<file path="config.mk">
export PLATFORM = sky130hd
export DESIGN_NAME = fft_frame_scheduler
export DESIGN_NICKNAME = d
export VERILOG_FILES = /design/src/rtl/vib_pkg.sv /design/src/rtl/mag_sq_stage.sv /design/src/rtl/fft_frame_scheduler.sv
export SDC_FILE = /design/constraint.sdc
export NUM_CORES = 1
export LEC_CHECK = 0
export CORE_ASPECT_RATIO = 1.1
export CORE_MARGIN = 2
export CORE_UTILIZATION = 40
export CTS_BUF_LIST = sky130_fd_sc_hd__clkbuf_2 sky130_fd_sc_hd__clkbuf_4 sky130_fd_sc_hd__clkbuf_8
export CTS_CLUSTER_DIAMETER = 40
export DETAILED_ROUTE_END_ITERATION = 12
export SLEW_MARGIN = 20
export SYNTH_ARGS = -nofsm -noshare
export SYNTH_HDL_FRONTEND = slang
export SYNTH_SLANG_ARGS = --single-unit
</file>
<file path="constraint.sdc">
create_clock -name sys_clock -period 10.7 [get_ports sys_clock]
set_input_delay 2.14 -clock sys_clock [delete_from_list [all_inputs] [get_ports sys_clock]]
set_output_delay 2.14 -clock sys_clock [all_outputs]
set_load 0.01 [all_outputs]
</file>
<file path="src/rtl/vib_pkg.sv">
// Shared types and constants for the FFT frame scheduler.
// The CHECKSUM_EN macro adds the trailing XOR byte state.
package vib_pkg;

    localparam logic [7:0]  HDR0          = 8'hA5;
    localparam logic [7:0]  HDR1          = 8'h5A;
    localparam int unsigned BYTES_PER_BIN = 3;
    localparam int unsigned SEL_W         = 2;

    typedef enum logic [2:0] {
        ST_IDLE,
        ST_CAPTURE,
        ST_SEND_HDR0,
        ST_SEND_HDR1,
        ST_SEND_BIN,
`ifdef CHECKSUM_EN
        ST_SEND_CSUM,
`endif
        ST_SEND_DONE
    } state_e;

    // Byte sel of a 24-bit magnitude, most significant byte first.
    function automatic logic [7:0] mag_byte(input logic [23:0] mag24, input logic [SEL_W-1:0] sel);
        case (sel)
            2'd0:    return mag24[23:16];
            2'd1:    return mag24[15:8];
            default: return mag24[7:0];
        endcase
    endfunction

endpackage

</file>
<file path="src/rtl/mag_sq_stage.sv">
// Registered magnitude-squared stage: mag = re*re + im*im on a packed
// {real, imag} word, with the input valid delayed alongside the result.
module mag_sq_stage #(
    parameter int unsigned HALF_W = 11,
    parameter int unsigned MAG_W  = 22
) (
    input  logic                  clk,
    input  logic                  reset,
    input  logic                  valid_i,
    input  logic [2*HALF_W-1:0]   data_i,
    output logic                  valid_o,
    output logic [MAG_W-1:0]      mag_o
);

    localparam int unsigned PROD_W = 2 * HALF_W;
    localparam int unsigned SUM_W  = PROD_W + 1;

    logic signed [HALF_W-1:0] re_s;
    logic signed [HALF_W-1:0] im_s;
    logic signed [PROD_W-1:0] re_ext;
    logic signed [PROD_W-1:0] im_ext;
    logic signed [PROD_W-1:0] re_sq;
    logic signed [PROD_W-1:0] im_sq;
    logic        [SUM_W-1:0]  sum_c;
    logic                     valid_q;
    logic        [MAG_W-1:0]  mag_q;

    assign re_s   = data_i[2*HALF_W-1:HALF_W];
    assign im_s   = data_i[HALF_W-1:0];
    assign re_ext = PROD_W'(re_s);
    assign im_ext = PROD_W'(im_s);
    assign re_sq  = re_ext * re_ext;
    assign im_sq  = im_ext * im_ext;
    // Squares are non-negative, so zero-extension is exact.
    assign sum_c  = {1'b0, re_sq} + {1'b0, im_sq};

    always_ff @(posedge clk) begin
        if (reset) begin
            valid_q <= 1'b0;
            mag_q   <= '0;
        end else begin
            valid_q <= valid_i;
            mag_q   <= MAG_W'(sum_c);
        end
    end

    assign valid_o = valid_q;
    assign mag_o   = mag_q;

endmodule

</file>
<file path="src/rtl/fft_frame_scheduler.sv">
// Captures |X|^2 of bins 0..FFT_LEN/2-1 per FFT frame and streams them to a
// byte UART as A5 5A + 3 bytes/bin; CHECKSUM_EN appends an XOR of bin bytes.
module fft_frame_scheduler
    import vib_pkg::*;
#(
    parameter int unsigned FFT_LEN = 64,
    parameter int unsigned HALF_W  = 11,
    parameter int unsigned MAG_W   = 22
) (
    input  logic                  sys_clock,
    input  logic                  reset,
    input  logic                  fft_valid,
    input  logic                  fft_sync,
    input  logic [2*HALF_W-1:0]   fft_data,
    output logic [7:0]            tx_byte,
    output logic                  tx_start,
    input  logic                  tx_busy,
    output logic                  frame_active,
    output logic [7:0]            frames_sent,
    output logic [7:0]            frames_dropped
);

    localparam int unsigned HALF   = FFT_LEN / 2;
    localparam int unsigned ADDR_W = $clog2(HALF);
    localparam int unsigned IDX_W  = ADDR_W + 1;

    state_e             state_q, state_d;
    logic [IDX_W-1:0]   idx_q, idx_d;
    logic [ADDR_W-1:0]  bin_q, bin_d;
    logic [SEL_W-1:0]   sel_q, sel_d;
    logic               wait_q, wait_d;
    logic [7:0]         tx_byte_q, tx_byte_d;
    logic               tx_start_q, tx_start_d;
    logic               active_q, active_d;
    logic [7:0]         sent_q, sent_d;
    logic [7:0]         dropped_q, dropped_d;
`ifdef CHECKSUM_EN
    logic [7:0]         csum_q, csum_d;
`endif

    logic               accept_c;
    logic [ADDR_W-1:0]  acc_addr_c;
    logic               sync_c;
    logic               can_send_c;
    logic               send_req_c;
    logic [7:0]         send_byte_c;
    logic [7:0]         dropped_inc_c;

    logic               mag_vld;
    logic [MAG_W-1:0]   mag_val;
    logic [ADDR_W-1:0]  wr_addr_q;
    logic [MAG_W-1:0]   rd_data_q;
    logic [MAG_W-1:0]   mag_mem [HALF];

    mag_sq_stage #(
        .HALF_W (HALF_W),
        .MAG_W  (MAG_W)
    ) u_mag (
        .clk     (sys_clock),
        .reset   (reset),
        .valid_i (accept_c),
        .data_i  (fft_data),
        .valid_o (mag_vld),
        .mag_o   (mag_val)
    );

    // Simple dual-port buffer: pipelined write, registered read of the bin being sent.
    always_ff @(posedge sys_clock) begin
        if (accept_c) begin
            wr_addr_q <= acc_addr_c;
        end
        if (mag_vld) begin
            mag_mem[wr_addr_q] <= mag_val;
        end
        rd_data_q <= mag_mem[bin_q];
    end

    assign sync_c        = fft_valid && fft_sync;
    assign can_send_c    = !wait_q && !tx_busy;
    assign dropped_inc_c = (dropped_q == 8'hFF) ? dropped_q : dropped_q + 8'd1;

    always_comb begin
        state_d     = state_q;
        idx_d       = idx_q;
        bin_d       = bin_q;
        sel_d       = sel_q;
        wait_d      = wait_q;
        tx_byte_d   = tx_byte_q;
        tx_start_d  = 1'b0;
        sent_d      = sent_q;
        dropped_d   = dropped_q;
`ifdef CHECKSUM_EN
        csum_d      = csum_q;
`endif
        accept_c    = 1'b0;
        acc_addr_c  = '0;
        send_req_c  = 1'b0;
        send_byte_c = 8'h00;

        // Busy is not yet valid while tx_start is high; release wait afterwards.
        if (wait_q && !tx_start_q && !tx_busy) begin
            wait_d = 1'b0;
        end

        case (state_q)
            ST_IDLE: begin
                if (sync_c) begin
                    accept_c = 1'b1;
                    idx_d    = IDX_W'(1);
                    state_d  = ST_CAPTURE;
                end
            end
            ST_CAPTURE: begin
                if (sync_c) begin
                    accept_c  = 1'b1;
                    idx_d     = IDX_W'(1);
                    dropped_d = dropped_inc_c;
                end else if (fft_valid && (idx_q < IDX_W'(HALF))) begin
                    accept_c   = 1'b1;
                    acc_addr_c = idx_q[ADDR_W-1:0];
                    idx_d      = idx_q + IDX_W'(1);
                end else if (mag_vld && (wr_addr_q == ADDR_W'(HALF - 1))) begin
                    state_d = ST_SEND_HDR0;
                    bin_d   = '0;
                    sel_d   = '0;
`ifdef CHECKSUM_EN
                    csum_d  = 8'h00;
`endif
                end
            end
            ST_SEND_HDR0: begin
                send_req_c  = 1'b1;
                send_byte_c = HDR0;
                if (can_send_c) state_d = ST_SEND_HDR1;
            end
            ST_SEND_HDR1: begin
                send_req_c  = 1'b1;
                send_byte_c = HDR1;
                if (can_send_c) state_d = ST_SEND_BIN;
            end
            ST_SEND_BIN: begin
                send_req_c  = 1'b1;
                send_byte_c = mag_byte(24'(rd_data_q), sel_q);
                if (can_send_c) begin
`ifdef CHECKSUM_EN
                    csum_d = csum_q ^ send_byte_c;
`endif
                    if (sel_q == SEL_W'(BYTES_PER_BIN - 1)) begin
                        sel_d = '0;
                        if (bin_q == ADDR_W'(HALF - 1)) begin
`ifdef CHECKSUM_EN
                            state_d = ST_SEND_CSUM;
`else
                            state_d = ST_SEND_DONE;
`endif
                        end else begin
                            bin_d = bin_q + ADDR_W'(1);
                        end
                    end else begin
                        sel_d = sel_q + SEL_W'(1);
                    end
                end
            end
`ifdef CHECKSUM_EN
            ST_SEND_CSUM: begin
                send_req_c  = 1'b1;
                send_byte_c = csum_q;
                if (can_send_c) state_d = ST_SEND_DONE;
            end
`endif
            ST_SEND_DONE: begin
                sent_d  = sent_q + 8'd1;
                state_d = ST_IDLE;
            end
            default: state_d = ST_IDLE;
        endcase

        // A sync while sending loses that frame; nothing is queued.
        if (sync_c && (state_q != ST_IDLE) && (state_q != ST_CAPTURE)) begin
            dropped_d = dropped_inc_c;
        end

        if (send_req_c && can_send_c) begin
            tx_start_d = 1'b1;
            tx_byte_d  = send_byte_c;
            wait_d     = 1'b1;
        end

        active_d = (state_d != ST_IDLE);
    end

    always_ff @(posedge sys_clock) begin
        if (reset) begin
            state_q    <= ST_IDLE;
            idx_q      <= '0;
            bin_q      <= '0;
            sel_q      <= '0;
            wait_q     <= 1'b0;
            tx_byte_q  <= 8'h00;
            tx_start_q <= 1'b0;
            active_q   <= 1'b0;
            sent_q     <= 8'h00;
            dropped_q  <= 8'h00;
`ifdef CHECKSUM_EN
            csum_q     <= 8'h00;
`endif
        end else begin
            state_q    <= state_d;
            idx_q      <= idx_d;
            bin_q      <= bin_d;
            sel_q      <= sel_d;
            wait_q     <= wait_d;
            tx_byte_q  <= tx_byte_d;
            tx_start_q <= tx_start_d;
            active_q   <= active_d;
            sent_q     <= sent_d;
            dropped_q  <= dropped_d;
`ifdef CHECKSUM_EN
            csum_q     <= csum_d;
`endif
        end
    end

    assign tx_byte        = tx_byte_q;
    assign tx_start       = tx_start_q;
    assign frame_active   = active_q;
    assign frames_sent    = sent_q;
    assign frames_dropped = dropped_q;

endmodule
</file>
==> Yosys cells after proc, flatten, opt, wreduce, memory -nomap -nowiden <==
Memory sizes are Yosys's and may differ from the RTL's. A register that Yosys moved wholly into a read port is not among the register bits.
Cells that the tools add are included.
Widths: inputs -> output; s select.
{ "word_totals": {"mem_count": 1, "elab_cells": 114, "ram_bits": 704, "regBits": 71, "out_inout_bits": 26} }
{ "classes": {"bitwise_logic": 2, "n_mul": 2, "n_eq_ne": 19, "reduce_logical": 27, "mux": 43, "n_addsub": 6, "magnitude_cmp": 1} }
{ "memory_table": {"columns": ["memory", "words", "width", "rd", "rd_clocked_by_memory_dff", "wr", "line", "source"], "rows": [
  ["mag_mem", 32, 22, 1, 1, 1, "fft_frame_scheduler.sv:53", "logic [MAG_W-1:0] mag_mem [HALF];"]
]} }
{ "op_table": {"columns": ["cell", "n"], "rows": [
  ["$mul 11x11->22", 2],
  ["$mux 8", 4],
  ["$mux 5", 6],
  ["$mux 3", 9],
  ["$pmux 8 s3", 1],
  ["$add 22x22->22", 1],
  ["$mux 6", 3],
  ["$add 8x1->8 const B", 2],
  ["$pmux 8 s2", 1],
  ["$pmux 3 s5", 1],
  ["$ne 2x2->1 const B", 7],
  ["$pmux 6 s2", 1],
  ["$eq 5x5->1 const B", 2],
  ["$mux 2", 5],
  ["$pmux 5 s2", 1],
  ["$reduce_bool 2->1", 5],
  ["$logic_and 1x1->1", 9],
  ["$mux 1", 9],
  ["$eq 8x8->1 const B", 1],
  ["$reduce_and 7->1", 1],
  ["$add 6x1->6 const B", 1],
  ["$eq 3x2->1 const B", 2],
  ["$eq 3x3->1 const B", 2],
  ["$lt 6x6->1 const B", 1],
  ["18 further kinds", 23]
]} }

==> Longest topological paths before layout <==
Gate-level depths: netlist of run 1.
{ "logic_depth": {"word_depth": 7, "ltp_mapped": 24, "ltp_nobuf": 22} }

==> By module <==
Synthesis of run 1 repeated with hierarchy kept, for this count alone.
{ "unflattened": {"cells_unflattened": 2440, "hier_area_um2": 38630.8} }
{ "by_module_without_submodules": {"columns": ["module", "seq_area_each_um2", "area_each_um2", "n_inst", "cells_each"], "rows": [
  ["fft_frame_scheduler", 22591.7, 29479.5, 1, 1485],
  ["mag_sq_stage", 460.4, 9151.3, 1, 955]
]} }

==> Least setup slack after synthesis of run 1 <==
Ideal clock, no wire load.
{ "synth_path": {"path_kind": "in2reg", "start": "input port fft_data[10]", "end": "register u_mag.mag_q[18] (netlist: u_mag.mag_o[18])", "path_buffers": 1, "setup_time_ns": 0.121, "stages": 21, "setup_slack_ns": 2.823, "arrival_ns": 7.756, "t_required_ns": 10.579, "cell_sequence": "clkbuf_1 nand2_1 inv_1 fa_1 inv_1 fa_1 fa_1 inv_1 fa_1 fa_1 fa_1 inv_1 fa_1 inv_1 ha_1 a21oi_1 nor2b_1 nor2_1 o211ai_1 a211oi_1 mux2_2"} }
{ "synth_between": {"elab_chain_len": 2} }
{ "synth_lines": {"columns": ["element", "line", "source"], "rows": [
  ["from (decl)", "fft_frame_scheduler.sv:14", "input logic [2*HALF_W-1:0] fft_data,"],
  ["$mul 11x11->22", "mag_sq_stage.sv:33", "assign im_sq = im_ext * im_ext;"],
  ["$add 22x22->22", "mag_sq_stage.sv:35", "assign sum_c = {1'b0, re_sq} + {1'b0, im_sq};"],
  ["to (signal assigned)", "mag_sq_stage.sv:43", "mag_q <= MAG_W'(sum_c);"],
  ["to (decl)", "mag_sq_stage.sv:26", "logic [MAG_W-1:0] mag_q;"]
]} }
Every way passes these cells.
A chain may end at the register's enable or synchronous reset.

==> Worst setup path after layout of run 1 <==
{ "layout_path": {"start": "input port fft_data[1]", "end": "register u_mag.mag_q[21] (netlist: u_mag.mag_o[21])"} }
Same word-level chain as after synthesis.

==> impl_results.html, run 1 <==
<table>
<tr><th>Metric</th><th>Value</th></tr>
<tr><th colspan="2">STA</th></tr>
<tr><td>Number of max-slew violations in the final report</td><td>0</td></tr>
<tr><td>Slew at the pin closest to its max-slew limit</td><td>1.10 ns</td></tr>
<tr><td>Post-route minimum period</td><td>8.33 ns</td></tr>
<tr><td>Count of final setup violators</td><td>0</td></tr>
<tr><td>RSZ-0062 raised after global routing</td><td>no</td></tr>
<tr><td>Final worst path period share</td><td>77.8%</td></tr>
<tr><td>Clk_skew</td><td>0.0320 ns</td></tr>
<tr><td>Setup TNS</td><td>0 ns</td></tr>
<tr><td>Number of hold-slack violations in the final timing report</td><td>0</td></tr>
<tr><td>Timing-limited maximum frequency</td><td>0.120 GHz</td></tr>
<tr><td>Rel. slew slack</td><td>26.3%</td></tr>
<tr><th colspan="2">Synth</th></tr>
<tr><td>Sequential-to-total area share from yosys stat</td><td>59.7%</td></tr>
<tr><td>Share of synthesized area spent on multiplexers</td><td>13.8%</td></tr>
<tr><td>Area share of fa/ha/maj cells after synthesis</td><td>15.1%</td></tr>
<tr><td>Synth area leaders</td><td>sky130_fd_sc_hd__edfxtp_1, sky130_fd_sc_hd__mux4_2, sky130_fd_sc_hd__fa_1, sky130_fd_sc_hd__dfxtp_1, sky130_fd_sc_hd__inv_1</td></tr>
<tr><td>Cell area after synthesis</td><td>38600 um^2</td></tr>
<tr><td>Share of synthesized registers carrying an async set or reset</td><td>0%</td></tr>
<tr><td>Post-synthesis cell type count</td><td>55</td></tr>
<tr><td>Mapped Nets</td><td>2634</td></tr>
<tr><td>Largest family of logic cells by synthesized area</td><td>adder cells</td></tr>
<tr><td>Xor and xnor fraction of the mapped netlist area</td><td>1.26%</td></tr>
<tr><td>Number of flops mapped to enable cells by yosys</td><td>709</td></tr>
<tr><td>Post-Syn Area per Cell</td><td>16.9 um^2</td></tr>
<tr><td>Cell count after synthesis</td><td>2283</td></tr>
<tr><td>Top cell type's share of synthesized area</td><td>55.2%</td></tr>
<tr><td>Number of synthesized register bits</td><td>797</td></tr>
<tr><td>Warning count from the yosys run</td><td>0</td></tr>
<tr><td>Share of synthesized cell area in and, or, nand and nor gates</td><td>4.34%</td></tr>
<tr><td>Post-synth top area cell</td><td>sky130_fd_sc_hd__edfxtp_1</td></tr>
<tr><td>Post-synthesis compound-gate area fraction</td><td>1.66%</td></tr>
<tr><td>Main flop type after synthesis</td><td>sky130_fd_sc_hd__edfxtp_1</td></tr>
<tr><th colspan="2">Clock tree</th></tr>
<tr><td>Clock-pin slew on the worst setup and hold paths</td><td>0.06 ns</td></tr>
<tr><td>Post-CTS repair timing setup buffer count</td><td>0</td></tr>
<tr><td>Number of gates given a new drive strength after cts</td><td>0</td></tr>
<tr><td>Buffer type at the clock tree root</td><td>sky130_fd_sc_hd__clkbuf_8</td></tr>
<tr><td>CTS tree</td><td>built</td></tr>
<tr><td>Clock insertion delay at the later pin of the skew report</td><td>0.79 ns</td></tr>
<tr><td>Number of levels in the clock H-tree</td><td>4</td></tr>
<tr><td>CTS Buffer Depth</td><td>3</td></tr>
<tr><td>Num CTS Buffers</td><td>134</td></tr>
<tr><td>Count of clock tree sinks</td><td>797</td></tr>
<tr><td>Number of hold buffers added after cts</td><td>0</td></tr>
<tr><th colspan="2">Routing</th></tr>
<tr><td>Drt total wl</td><td>87100 um</td></tr>
<tr><td>Drt first-iter violations</td><td>1531</td></tr>
<tr><td>Remaining number of nets flagged by the antenna check after routing</td><td>0</td></tr>
<tr><td>Number of remaining DRC errors</td><td>0</td></tr>
<tr><td>Pre-Repair DR Iteration Count</td><td>7</td></tr>
<tr><td>Via density per instance</td><td>5.17</td></tr>
<tr><td>Vias</td><td>19.7k</td></tr>
<tr><td>Average wire length per cell after detail routing</td><td>22.9 um</td></tr>
<tr><th colspan="2">Worst setup path</th></tr>
<tr><td>Slowest cell on the critical path</td><td>sky130_fd_sc_hd__clkdlybuf4s50_1</td></tr>
<tr><td>Top cell by count, worst path</td><td>sky130_fd_sc_hd__fa_1</td></tr>
<tr><td>WP data required</td><td>11.39 ns</td></tr>
<tr><td>Cell-by-cell trace of the critical path</td><td>clkdlybuf4s50_1 &gt; nand2_1 &gt; inv_1 &gt; fa_1 &gt; inv_1 &gt; fa_1 &gt; fa_1 &gt; inv_1 &gt; fa_1 &gt; fa_1 &gt; fa_1 &gt; inv_1 &gt; fa_1 &gt; inv_1 &gt; ha_1 &gt; a21oi_1 &gt; nand3b_1 &gt; o221ai_1 &gt; o2111ai_1 &gt; a21o_1 &gt; a21oi_1</td></tr>
<tr><td>Crit path max fanout</td><td>14</td></tr>
<tr><td>Critical path start-end classification</td><td>primary input to register</td></tr>
<tr><td>Crit. End Element</td><td>register</td></tr>
<tr><td>Crit path DAT</td><td>9.01 ns</td></tr>
<tr><td>Critical path startpoint category</td><td>primary input</td></tr>
<tr><td>Crit path largest cell delay</td><td>0.87 ns</td></tr>
<tr><th colspan="2">Pwr</th></tr>
<tr><td>Peak supply drop</td><td>606 uV</td></tr>
<tr><td>Reported leakage power</td><td>15.4 nW</td></tr>
<tr><td>Total power density per cell area</td><td>311 nW/um^2</td></tr>
<tr><td>Power, Total</td><td>13.5 mW</td></tr>
<tr><th colspan="2">Layout</th></tr>
<tr><td>Area growth from synthesis to final layout</td><td>12.7%</td></tr>
<tr><td>Fraction of final layout cells sized beyond drive strength 1</td><td>22.8%</td></tr>
<tr><td>Number of nets in the finished design</td><td>2780</td></tr>
<tr><td>Most common library cell in the layout ignoring fill and taps</td><td>sky130_fd_sc_hd__edfxtp_1</td></tr>
<tr><td>Leading cell types in the layout, fill and taps excluded</td><td>sky130_fd_sc_hd__edfxtp_1, sky130_fd_sc_hd__inv_1, sky130_fd_sc_hd__fa_1, sky130_fd_sc_hd__mux4_2, sky130_fd_sc_hd__clkbuf_8</td></tr>
<tr><td>Finished Cell Area</td><td>43500 um^2</td></tr>
<tr><td>FILL cells</td><td>8229</td></tr>
<tr><th colspan="2">Global route</th></tr>
<tr><td>Via count of the first global-routing pass</td><td>21.6k</td></tr>
<tr><td>Overall routing resource usage</td><td>18.2%</td></tr>
<tr><td>Wire length of the first global-routing pass</td><td>132000 um</td></tr>
<tr><td>Initial antenna violation count</td><td>1</td></tr>
<tr><td>GRT Residual Overflow</td><td>0</td></tr>
<tr><td>Maximum number of pins on one net before global-route repair</td><td>92</td></tr>
<tr><th colspan="2">Floorplanning</th></tr>
<tr><td>Initial core utilization</td><td>40.3%</td></tr>
<tr><td>Vert. Die Dim</td><td>330 um</td></tr>
<tr><td>Number of top-level design ports</td><td>53</td></tr>
<tr><td>Die Wd</td><td>300 um</td></tr>
<tr><td>Floorplan row count</td><td>119</td></tr>
<tr><td>Placeable core region</td><td>95700 um^2</td></tr>
<tr><td>Area of the die</td><td>99000 um^2</td></tr>
<tr><th colspan="2">Worst hold path</th></tr>
<tr><td>Class of the worst hold path</td><td>register to register</td></tr>
<tr><th colspan="2">Placement</th></tr>
<tr><td>Final Wtd Congestion</td><td>0.840</td></tr>
<tr><td>Post-detailed-placement cell area</td><td>40800 um^2</td></tr>
<tr><td>Buffers on Ports</td><td>52</td></tr>
<tr><td>Post-detail-place hpwl</td><td>54300 um</td></tr>
<tr><th colspan="2">Status</th></tr>
<tr><td>Result of the run</td><td>finished clean</td></tr>
<tr><th colspan="2">Run</th></tr>
<tr><td>Max-capacitance violation count</td><td>0</td></tr>
</table>
[registers in the layout (all words and copies together) (netlist names)]
| name | cells |
|---|---|
| frame_active | 1 |
| frames_dropped | 8 |
| wr_addr_q | 5 |
| mag_mem | 704 |
| u_mag.valid_o | 1 |
| rd_data_q | 22 |
| tx_byte | 8 |
| u_mag.mag_o | 22 |
| wait_q | 1 |
| tx_start | 1 |
| bin_q | 5 |
| sel_q | 2 |
| frames_sent | 8 |
| idx_q | 6 |
| state_q | 3 |
[per-stage QoR]
stage / utilization, % / hold slack [ns] / std cells / setup WS [ns]
4_1_cts: 45.4 / 0.501 / 3807 / 2.43
3_5_place_dp: 42.6 / 0.484 / 3563 / 1.59
6_report: 45.4 / 0.495 / 3809 / 2.37
2_1_floorplan: - / 0.475 / 2283 / 2.82
3_3_place_gp: 42.6 / 0.486 / 3563 / 1.81
5_1_grt: 45.4 / 0.522 / 3808 / 1.98
[final cells by class]
cell class / instances / area (um^2) / area share [%]
Clock buffer: 189 / 2310 / 5.32
Inverter: 328 / 1230 / 2.83
Multi-Input combinational cell: 1068 / 14000 / 32.3
Tap cell: 1270 / 1590 / 3.65
Clock inverter: 55 / 364 / 0.837
Antenna cell: 2 / 5.00 / 0.0115
Sequential cell: 797 / 23100 / 53.1
Timing Repair Buffer: 100 / 888 / 2.04
[synth_stat cells, drive strengths merged, types with 9 or more instances]
library cell and instances:
nand3b 9, buf 30, nand2 87, a211oi 9, clkbuf 60, nor3 13
o21ai 19, nor2 99, nor2b 32, xor2 22, xnor2 31, and2 54
a21oi 26, nand4 10, ha 88, fa 236, inv 328, edfxtp 709
dfxtp 88, mux4 220, mux2 26, nand3 10
[per-layer routing]
layer / wire, um / track usage (%) / part of all wire (%)
met4: 1530 / 5.25 / 1.8
met3: 5030 / 3.98 / 5.8
met2: 43800 / 30.6 / 50
met1: 36700 / 23.7 / 42
met5: 0 / 0 / 0
[final timing paths]
kind                            slack, ns               to  depth (start not counted)   startpoint
worst min-delay path                 0.50       tx_byte[1]                          2   tx_byte[1]
worst max register to register       7.20     rd_data_q[6]                          5     bin_q[1]
worst max-delay path                 2.37  u_mag.mag_o[21]                         21  fft_data[1]
worst min register to register       0.50       tx_byte[1]                          2   tx_byte[1]
[critical path, delay by kind of cell]
family | cells | cell delay, ns
compound gates | 5 | 1.33
fa+ha+maj | 8 | 3.74
buf+inv | 6 | 1.50
simple gates | 2 | 0.29
[kinds of logic after synthesis]
family / count (synthesis)
fa+ha+maj: 324
simple gates: 341
compound gates: 96
flops: 797
xor+xnor: 54
buf+inv: 418
mux: 253
[power breakdown]
| group | total, mW | internal, mW | switching, mW |
|---|---|---|---|
| clock network | 2.67 | 1.46 | 1.21 |
| registers | 4.04 | 3.76 | 0.273 |
| logic | 6.83 | 2.93 | 3.91 |
Power figures use the tool's default switching activity.
==> run 2: changes to the inputs <==
==> constraint.sdc (replaced) <==
create_clock -name sys_clock -period 8.05 [get_ports sys_clock]
set_input_delay 1.61 -clock sys_clock [delete_from_list [all_inputs] [get_ports sys_clock]]
set_output_delay 1.61 -clock sys_clock [all_outputs]
set_load 0.01 [all_outputs]
==> run 2 against run 1 <==
Final area increased by 0.66%. First-iteration DRC count decreased by 11%. Global-route usage decreased by 0.13 points. Critical path type unchanged. Highest routed layer unchanged.
==> impl_results.html, run 2 (synthesized netlist as in run 1, its figures left out) <==
<table>
<tr><th>Metric</th><th>Value</th></tr>
<tr><th colspan="2">Routing</th></tr>
<tr><td>Drt first-iter violations</td><td>1364 (was 1531)</td></tr>
<tr><td>Number of remaining DRC errors</td><td>0 (unchanged)</td></tr>
<tr><td>Drt total wl</td><td>87000 um (was 87100 um)</td></tr>
<tr><td>Remaining number of nets flagged by the antenna check after routing</td><td>0 (unchanged)</td></tr>
<tr><td>Vias</td><td>19.8k (was 19.7k)</td></tr>
<tr><td>Pre-Repair DR Iteration Count</td><td>5 (was 7)</td></tr>
<tr><td>Average wire length per cell after detail routing</td><td>22.6 um (was 22.9 um)</td></tr>
<tr><td>Via density per instance</td><td>5.16 (was 5.17)</td></tr>
<tr><th colspan="2">STA</th></tr>
<tr><td>RSZ-0062 raised after global routing</td><td>no (unchanged)</td></tr>
<tr><td>Number of hold-slack violations in the final timing report</td><td>0 (unchanged)</td></tr>
<tr><td>Slew at the pin closest to its max-slew limit</td><td>1.07 ns (was 1.10 ns)</td></tr>
<tr><td>Rel. slew slack</td><td>28.3% (was 26.3%)</td></tr>
<tr><td>Final worst path period share</td><td>90.1%</td></tr>
<tr><td>Post-route minimum period</td><td>7.25 ns</td></tr>
<tr><td>Count of final setup violators</td><td>0 (unchanged)</td></tr>
<tr><td>Number of max-slew violations in the final report</td><td>0 (unchanged)</td></tr>
<tr><td>Clk_skew</td><td>0.0421 ns (was 0.0320 ns)</td></tr>
<tr><td>Timing-limited maximum frequency</td><td>0.138 GHz</td></tr>
<tr><td>Setup TNS</td><td>0 ns (unchanged)</td></tr>
<tr><th colspan="2">Worst hold path</th></tr>
<tr><td>Class of the worst hold path</td><td>register to register (unchanged)</td></tr>
<tr><th colspan="2">Worst setup path</th></tr>
<tr><td>WP data required</td><td>8.73 ns (was 11.39 ns)</td></tr>
<tr><td>Cell-by-cell trace of the critical path</td><td>clkdlybuf4s50_1 &gt; inv_1 &gt; nor2_1 &gt; fa_1 &gt; inv_1 &gt; fa_1 &gt; fa_1 &gt; fa_1 &gt; fa_1 &gt; fa_1 &gt; fa_1 &gt; inv_1 &gt; ha_1 &gt; a21o_1 &gt; a21o_1 &gt; a21oi_1 &gt; o2111ai_1 &gt; a21o_1 &gt; a21oi_1 (was clkdlybuf4s50_1 &gt; nand2_1 &gt; inv_1 &gt; fa_1 &gt; inv_1 &gt; fa_1 &gt; fa_1 &gt; inv_1 &gt; fa_1 &gt; fa_1 &gt; fa_1 &gt; inv_1 &gt; fa_1 &gt; inv_1 &gt; ha_1 &gt; a21oi_1 &gt; nand3b_1 &gt; o221ai_1 &gt; o2111ai_1 &gt; a21o_1 &gt; a21oi_1)</td></tr>
<tr><td>Crit path max fanout</td><td>7 (was 14)</td></tr>
<tr><td>Critical path start-end classification</td><td>primary input to register (unchanged)</td></tr>
<tr><td>Top cell by count, worst path</td><td>sky130_fd_sc_hd__fa_1 (unchanged)</td></tr>
<tr><td>Slowest cell on the critical path</td><td>sky130_fd_sc_hd__clkdlybuf4s50_1 (unchanged)</td></tr>
<tr><td>Crit path DAT</td><td>7.93 ns (was 9.01 ns)</td></tr>
<tr><td>Critical path startpoint category</td><td>primary input (unchanged)</td></tr>
<tr><td>Worst reg2reg setup slack</td><td>4.61 ns (was 7.20 ns)</td></tr>
<tr><td>Crit. End Element</td><td>register (unchanged)</td></tr>
<tr><td>Crit path largest cell delay</td><td>0.70 ns (was 0.87 ns)</td></tr>
<tr><th colspan="2">Placement</th></tr>
<tr><td>Final Wtd Congestion</td><td>0.861 (was 0.840)</td></tr>
<tr><td>Buffers on Ports</td><td>52 (unchanged)</td></tr>
<tr><td>Post-detail-place hpwl</td><td>54400 um (was 54300 um)</td></tr>
<tr><th colspan="2">Global route</th></tr>
<tr><td>Wire length of the first global-routing pass</td><td>131000 um (was 132000 um)</td></tr>
<tr><td>Initial antenna violation count</td><td>3 (was 1)</td></tr>
<tr><td>GRT Residual Overflow</td><td>0 (unchanged)</td></tr>
<tr><td>Overall routing resource usage</td><td>18.0% (was 18.2%)</td></tr>
<tr><td>Maximum number of pins on one net before global-route repair</td><td>130 (was 92)</td></tr>
<tr><td>Via count of the first global-routing pass</td><td>21.8k (was 21.6k)</td></tr>
<tr><th colspan="2">Layout</th></tr>
<tr><td>Biggest register</td><td>mag_mem (unchanged)</td></tr>
<tr><td>Number of nets in the finished design</td><td>2819 (was 2780)</td></tr>
<tr><td>Leading cell types in the layout, fill and taps excluded</td><td>sky130_fd_sc_hd__edfxtp_1, sky130_fd_sc_hd__inv_1, sky130_fd_sc_hd__fa_1, sky130_fd_sc_hd__mux4_2, sky130_fd_sc_hd__clkbuf_8 (unchanged)</td></tr>
<tr><td>Fraction of final layout cells sized beyond drive strength 1</td><td>23.7% (was 22.8%)</td></tr>
<tr><td>Most common library cell in the layout ignoring fill and taps</td><td>sky130_fd_sc_hd__edfxtp_1 (unchanged)</td></tr>
<tr><td>Number of flip-flops in the largest register</td><td>704 (unchanged)</td></tr>
<tr><td>Area growth from synthesis to final layout</td><td>13.5% (was 12.7%)</td></tr>
<tr><th colspan="2">Floorplanning</th></tr>
<tr><td>Placeable core region</td><td>95700 um^2 (unchanged)</td></tr>
<tr><td>Floorplan row count</td><td>119 (unchanged)</td></tr>
<tr><td>Initial core utilization</td><td>40.3% (unchanged)</td></tr>
<tr><td>Vert. Die Dim</td><td>330 um (unchanged)</td></tr>
<tr><td>Die Wd</td><td>300 um (unchanged)</td></tr>
<tr><td>Area of the die</td><td>99000 um^2 (unchanged)</td></tr>
<tr><td>Number of top-level design ports</td><td>53 (unchanged)</td></tr>
<tr><th colspan="2">Pwr</th></tr>
<tr><td>Switching power as a share of total power</td><td>39.0% (was 39.8%)</td></tr>
<tr><td>Combinational fraction of design power</td><td>52.0% (was 50.5%)</td></tr>
<tr><td>Internal power component</td><td>11.3 mW (was 8.15 mW)</td></tr>
<tr><td>Peak supply drop</td><td>743 uV (was 606 uV)</td></tr>
<tr><td>Total power density per cell area</td><td>422 nW/um^2 (was 311 nW/um^2)</td></tr>
<tr><td>P_sw</td><td>7.21 mW (was 5.39 mW)</td></tr>
<tr><td>Power, Total</td><td>18.5 mW (was 13.5 mW)</td></tr>
<tr><td>Portion of total power attributed to sequential cells</td><td>29.0% (was 29.8%)</td></tr>
<tr><td>Reported leakage power</td><td>15.6 nW (was 15.4 nW)</td></tr>
<tr><td>Clock share of power</td><td>19.0% (was 19.7%)</td></tr>
<tr><th colspan="2">Clock tree</th></tr>
<tr><td>Number of levels in the clock H-tree</td><td>4 (unchanged)</td></tr>
<tr><td>Post-CTS repair timing setup buffer count</td><td>0 (unchanged)</td></tr>
<tr><td>Number of gates given a new drive strength after cts</td><td>0 (unchanged)</td></tr>
<tr><td>Count of clock tree sinks</td><td>797 (unchanged)</td></tr>
<tr><td>CTS Buffer Depth</td><td>3 (unchanged)</td></tr>
<tr><td>Buffer type at the clock tree root</td><td>sky130_fd_sc_hd__clkbuf_8 (unchanged)</td></tr>
<tr><td>Clock-pin slew on the worst setup and hold paths</td><td>0.06 ns (about the same)</td></tr>
<tr><td>Number of hold buffers added after cts</td><td>0 (unchanged)</td></tr>
<tr><td>Num CTS Buffers</td><td>133 (was 134)</td></tr>
<tr><td>Clock insertion delay at the later pin of the skew report</td><td>0.78 ns (was 0.79 ns)</td></tr>
<tr><td>CTS tree</td><td>built (unchanged)</td></tr>
<tr><th colspan="2">Run</th></tr>
<tr><td>Max-capacitance violation count</td><td>0 (unchanged)</td></tr>
<tr><th colspan="2">Status</th></tr>
<tr><td>Result of the run</td><td>finished clean (unchanged)</td></tr>
</table>
run 2: worst paths after layout:
check,cells past startpoint,to,startpoint
setup / recovery,19,u_mag.mag_o[21],fft_data[20]
hold / removal,2,tx_byte[3],tx_byte[3]
setup reg to reg,4,rd_data_q[6],bin_q[0]
hold reg to reg,2,tx_byte[3],tx_byte[3]
run 2: cell type report:
type / count / area [um^2]
multi-input cells: 1068 / 14000
repair buffers: 140 / 1230
clock inverters: 56 / 383
diodes: 1 / 2.50
clock buffers: 185 / 2250
fillers: 8250 / 51900
well taps: 1270 / 1590
flip-flops and latches: 797 / 23100
inverters: 328 / 1230
run 2: critical path: cells and delay by family:
family	cells	cell delay, ns
fa+ha+maj	8	3.75
compound gates	6	1.14
buf+inv	4	1.09
simple gates	1	0.36
run 2: per-stage QoR:
stage                     utilization [%]  area (um^2)  cells  setup slack [ns]  hold slack [ns]
after floorplan                         -        38600   2283             0.703            0.475
after detailed placement             43.0        41100   3603            0.0239            0.490
after global placement               43.0        41100   3603            0.0985            0.486
after global routing                 45.7        43800   3845             0.544            0.528
after CTS                            45.7        43800   3844             0.838            0.501
final                                45.7        43800   3845             0.795            0.502
run 2: metal layers:
metal	up-vias	track usage (%)	part of all wire [%]
li1	8657	-	-
met1	10500	23.4	42
met2	492	30.8	50
met3	131	3.05	5.1
met4	0	6.27	2.4
met5	-	0	0
run 2: power groups by stage:
stage | registers [mW] | logic [mW] | clock network, mW
after floorplan | 5.27 | 6.82 | 0
after global placement | 5.42 | 9.54 | 0
after detailed placement | 5.47 | 9.71 | 0
after CTS | 5.38 | 9.78 | 3.59
after global routing | 5.41 | 11.0 | 3.77
final | 5.37 | 9.61 | 3.51
==> run 3: changes to the inputs <==
--- a/config.mk
+++ b/config.mk
@@ -5,13 +5,13 @@
 export SDC_FILE = /design/constraint.sdc
 export NUM_CORES = 1
 export LEC_CHECK = 0
-export CORE_ASPECT_RATIO = 1.1
 export CORE_MARGIN = 2
 export CORE_UTILIZATION = 40
 export CTS_BUF_LIST = sky130_fd_sc_hd__clkbuf_2 sky130_fd_sc_hd__clkbuf_4 sky130_fd_sc_hd__clkbuf_8
 export CTS_CLUSTER_DIAMETER = 40
 export DETAILED_ROUTE_END_ITERATION = 12
-export SLEW_MARGIN = 20
+export SLEW_MARGIN = 10
 export SYNTH_ARGS = -nofsm -noshare
 export SYNTH_HDL_FRONTEND = slang
 export SYNTH_SLANG_ARGS = --single-unit
+export TNS_END_PERCENT = 30
==> run 3 against run 2 <==
Global-route usage hardly changed. Clock skew is 0.015 ns higher. Final area hardly changed. Sequential cell count stayed put. Maximum frequency is 0.75% lower. Sequential share of layout area hardly changed. Critical path type unchanged. Highest routed layer is now met5.
==> impl_results.html, run 3 (synthesized netlist as in run 1, its figures left out) <==
<table>
<tr><th>Metric</th><th>Value</th></tr>
<tr><th colspan="2">Placement</th></tr>
<tr><td>Final Wtd Congestion</td><td>0.838 (was 0.861)</td></tr>
<tr><td>Buffers on Ports</td><td>52 (unchanged)</td></tr>
<tr><td>Worst slack after detailed placement</td><td>-0.00925 ns (was 0.0239 ns)</td></tr>
<tr><td>Post-detailed-placement cell area</td><td>41100 um^2 (about the same)</td></tr>
<tr><td>Post-detail-place hpwl</td><td>55100 um (was 54400 um)</td></tr>
<tr><th colspan="2">Layout</th></tr>
<tr><td>Biggest register</td><td>mag_mem (unchanged)</td></tr>
<tr><td>Finished Cell Area</td><td>43800 um^2 (about the same)</td></tr>
<tr><td>Area growth from synthesis to final layout</td><td>13.4% (was 13.5%)</td></tr>
<tr><td>Number of nets in the finished design</td><td>2805 (was 2819)</td></tr>
<tr><td>Final cell utilization of the core</td><td>45.9% (was 45.7%)</td></tr>
<tr><td>Number of flip-flops in the largest register</td><td>704 (unchanged)</td></tr>
<tr><td>Most common library cell in the layout ignoring fill and taps</td><td>sky130_fd_sc_hd__edfxtp_1 (unchanged)</td></tr>
<tr><td>Fraction of final layout cells sized beyond drive strength 1</td><td>23.7% (about the same)</td></tr>
<tr><td>Leading cell types in the layout, fill and taps excluded</td><td>sky130_fd_sc_hd__edfxtp_1, sky130_fd_sc_hd__inv_1, sky130_fd_sc_hd__fa_1, sky130_fd_sc_hd__mux4_2, sky130_fd_sc_hd__clkbuf_8 (unchanged)</td></tr>
<tr><th colspan="2">STA</th></tr>
<tr><td>RSZ-0062 raised after global routing</td><td>no (unchanged)</td></tr>
<tr><td>Setup slack after layout</td><td>0.740 ns (was 0.795 ns)</td></tr>
<tr><td>Clk_skew</td><td>0.0571 ns (was 0.0421 ns)</td></tr>
<tr><td>Slew at the pin closest to its max-slew limit</td><td>1.18 ns (was 1.07 ns)</td></tr>
<tr><td>Rel. slew slack</td><td>21.4% (was 28.3%)</td></tr>
<tr><td>Count of final setup violators</td><td>0 (unchanged)</td></tr>
<tr><td>Final worst path period share</td><td>90.8% (was 90.1%)</td></tr>
<tr><td>Timing-limited maximum frequency</td><td>0.137 GHz (was 0.138 GHz)</td></tr>
<tr><td>Number of max-slew violations in the final report</td><td>0 (unchanged)</td></tr>
<tr><td>Setup TNS</td><td>0 ns (unchanged)</td></tr>
<tr><td>Post-route minimum period</td><td>7.31 ns (was 7.25 ns)</td></tr>
<tr><td>Number of hold-slack violations in the final timing report</td><td>0 (unchanged)</td></tr>
<tr><th colspan="2">Clock tree</th></tr>
<tr><td>Num CTS Buffers</td><td>121 (was 133)</td></tr>
<tr><td>Count of clock tree sinks</td><td>797 (unchanged)</td></tr>
<tr><td>Buffer type at the clock tree root</td><td>sky130_fd_sc_hd__clkbuf_8 (unchanged)</td></tr>
<tr><td>Number of gates given a new drive strength after cts</td><td>0 (unchanged)</td></tr>
<tr><td>CTS tree</td><td>built (unchanged)</td></tr>
<tr><td>Clock-pin slew on the worst setup and hold paths</td><td>0.06 ns (about the same)</td></tr>
<tr><td>Number of levels in the clock H-tree</td><td>3 (was 4)</td></tr>
<tr><td>CTS Buffer Depth</td><td>3 (unchanged)</td></tr>
<tr><td>Number of hold buffers added after cts</td><td>0 (unchanged)</td></tr>
<tr><td>Post-CTS repair timing setup buffer count</td><td>0 (unchanged)</td></tr>
<tr><td>Clock insertion delay at the later pin of the skew report</td><td>0.78 ns (about the same)</td></tr>
<tr><th colspan="2">Routing</th></tr>
<tr><td>Drt first-iter violations</td><td>1641 (was 1364)</td></tr>
<tr><td>Pre-Repair DR Iteration Count</td><td>5 (unchanged)</td></tr>
<tr><td>Remaining number of nets flagged by the antenna check after routing</td><td>0 (unchanged)</td></tr>
<tr><td>Via density per instance</td><td>5.18 (was 5.16)</td></tr>
<tr><td>Drt total wl</td><td>87100 um (was 87000 um)</td></tr>
<tr><td>Vias</td><td>19.8k (about the same)</td></tr>
<tr><td>Number of remaining DRC errors</td><td>0 (unchanged)</td></tr>
<tr><td>Average wire length per cell after detail routing</td><td>22.8 um (was 22.6 um)</td></tr>
<tr><th colspan="2">Floorplanning</th></tr>
<tr><td>Initial core utilization</td><td>40.5% (was 40.3%)</td></tr>
<tr><td>Number of top-level design ports</td><td>53 (unchanged)</td></tr>
<tr><td>Area of the die</td><td>99000 um^2 (about the same)</td></tr>
<tr><td>Placeable core region</td><td>95300 um^2 (was 95700 um^2)</td></tr>
<tr><td>Die Wd</td><td>315 um (was 300 um)</td></tr>
<tr><td>Floorplan row count</td><td>113 (was 119)</td></tr>
<tr><td>Vert. Die Dim</td><td>315 um (was 330 um)</td></tr>
<tr><th colspan="2">Global route</th></tr>
<tr><td>Maximum number of pins on one net before global-route repair</td><td>111 (was 130)</td></tr>
<tr><td>Via count of the first global-routing pass</td><td>21.7k (was 21.8k)</td></tr>
<tr><td>Overall routing resource usage</td><td>18.0% (about the same)</td></tr>
<tr><td>GRT Residual Overflow</td><td>0 (unchanged)</td></tr>
<tr><td>Wire length of the first global-routing pass</td><td>131000 um (about the same)</td></tr>
<tr><td>Initial antenna violation count</td><td>2 (was 3)</td></tr>
<tr><th colspan="2">Worst setup path</th></tr>
<tr><td>FF-to-FF path depth</td><td>4 (unchanged)</td></tr>
<tr><td>Critical path start-end classification</td><td>primary input to register (unchanged)</td></tr>
<tr><td>Crit path DAT</td><td>7.92 ns (was 7.93 ns)</td></tr>
<tr><td>Crit path max fanout</td><td>10 (was 7)</td></tr>
<tr><td>Worst reg2reg setup slack</td><td>4.59 ns (was 4.61 ns)</td></tr>
<tr><td>Critical path startpoint category</td><td>primary input (unchanged)</td></tr>
<tr><td>Crit. End Element</td><td>register (unchanged)</td></tr>
<tr><td>WP data required</td><td>8.66 ns (was 8.73 ns)</td></tr>
<tr><th colspan="2">Worst hold path</th></tr>
<tr><td>Class of the worst hold path</td><td>register to register (unchanged)</td></tr>
<tr><td>Number of cells traversed by the worst hold path</td><td>2 (unchanged)</td></tr>
<tr><th colspan="2">Pwr</th></tr>
<tr><td>Total power density per cell area</td><td>415 nW/um^2 (was 422 nW/um^2)</td></tr>
<tr><td>Reported leakage power</td><td>15.6 nW (about the same)</td></tr>
<tr><td>Power, Total</td><td>18.2 mW (was 18.5 mW)</td></tr>
<tr><td>Peak supply drop</td><td>688 uV (was 743 uV)</td></tr>
<tr><th colspan="2">Run</th></tr>
<tr><td>Max-capacitance violation count</td><td>0 (unchanged)</td></tr>
<tr><th colspan="2">Status</th></tr>
<tr><td>Result of the run</td><td>finished clean (unchanged)</td></tr>
</table>
-- run 3: changes by cell type in the layout (fill, tap and decap cells not counted), sizes merged, moves of 2 or more --
| cell | before | now |
|---|---|---|
| buf | 89 | 87 |
| clkbuf | 185 | 208 |
| clkinv | 42 | 12 |
| inv | 335 | 333 |
-- run 3: cell type report --
type                            instances  area [um^2]
Multi-Input combinational cell       1068        14000
Tap cell                             1265         1580
Timing Repair Buffer                  138         1190
Fill cell                            8260        51500
Sequential cell                       797        23100
Clock inverter                         22          204
Antenna cell                            2         5.00
Clock buffer                          208         2460
Inverter                              328         1230
-- run 3: through the flow --
stage | instances | hold slack (ns)
after floorplan | 2283 | 0.475
after global placement | 3596 | 0.483
after detailed placement | 3596 | 0.489
after CTS | 3826 | 0.505
after global routing | 3827 | 0.530
final | 3828 | 0.503
-- run 3: worst max-delay path: stages --
cell,delay [ns]
sky130_fd_sc_hd__clkdlybuf4s50_1,0.68
sky130_fd_sc_hd__buf_4,0.27
sky130_fd_sc_hd__and2_1,0.22
sky130_fd_sc_hd__ha_1,0.29
sky130_fd_sc_hd__fa_1,0.54
sky130_fd_sc_hd__inv_1,0.06
sky130_fd_sc_hd__fa_1,0.50
sky130_fd_sc_hd__inv_1,0.06
sky130_fd_sc_hd__fa_1,0.53
sky130_fd_sc_hd__inv_1,0.05
sky130_fd_sc_hd__fa_1,0.48
sky130_fd_sc_hd__inv_1,0.05
sky130_fd_sc_hd__fa_1,0.47
sky130_fd_sc_hd__inv_1,0.05
sky130_fd_sc_hd__fa_1,0.47
sky130_fd_sc_hd__inv_1,0.04
sky130_fd_sc_hd__ha_1,0.21
sky130_fd_sc_hd__nor3_1,0.27
sky130_fd_sc_hd__o21a_1,0.21
sky130_fd_sc_hd__o211ai_1,0.18
sky130_fd_sc_hd__a211oi_1,0.30
sky130_fd_sc_hd__mux2_2,0.36
-- run 3: final timing paths --
kind	end	from
max	u_mag.mag_o[18]	fft_data[11]
min	tx_byte[1]	tx_byte[1]
max reg2reg	rd_data_q[6]	bin_q[1]
min reg2reg	tx_byte[1]	tx_byte[1]
-- run 3: routing by layer --
metal,GRT usage [%],routed length (um)
met1,23.6,36300
met2,30.0,42900
met3,3.74,5650
met4,5.54,2110
met5,0.629,82
-- run 3: power breakdown --
part | total (mW) | switching, mW | internal [mW]
combinational | 9.29 | 5.11 | 4.18
clock | 3.52 | 1.55 | 1.96
sequential | 5.37 | 0.361 | 5.01
total | 18.2 | 7.02 | 11.2
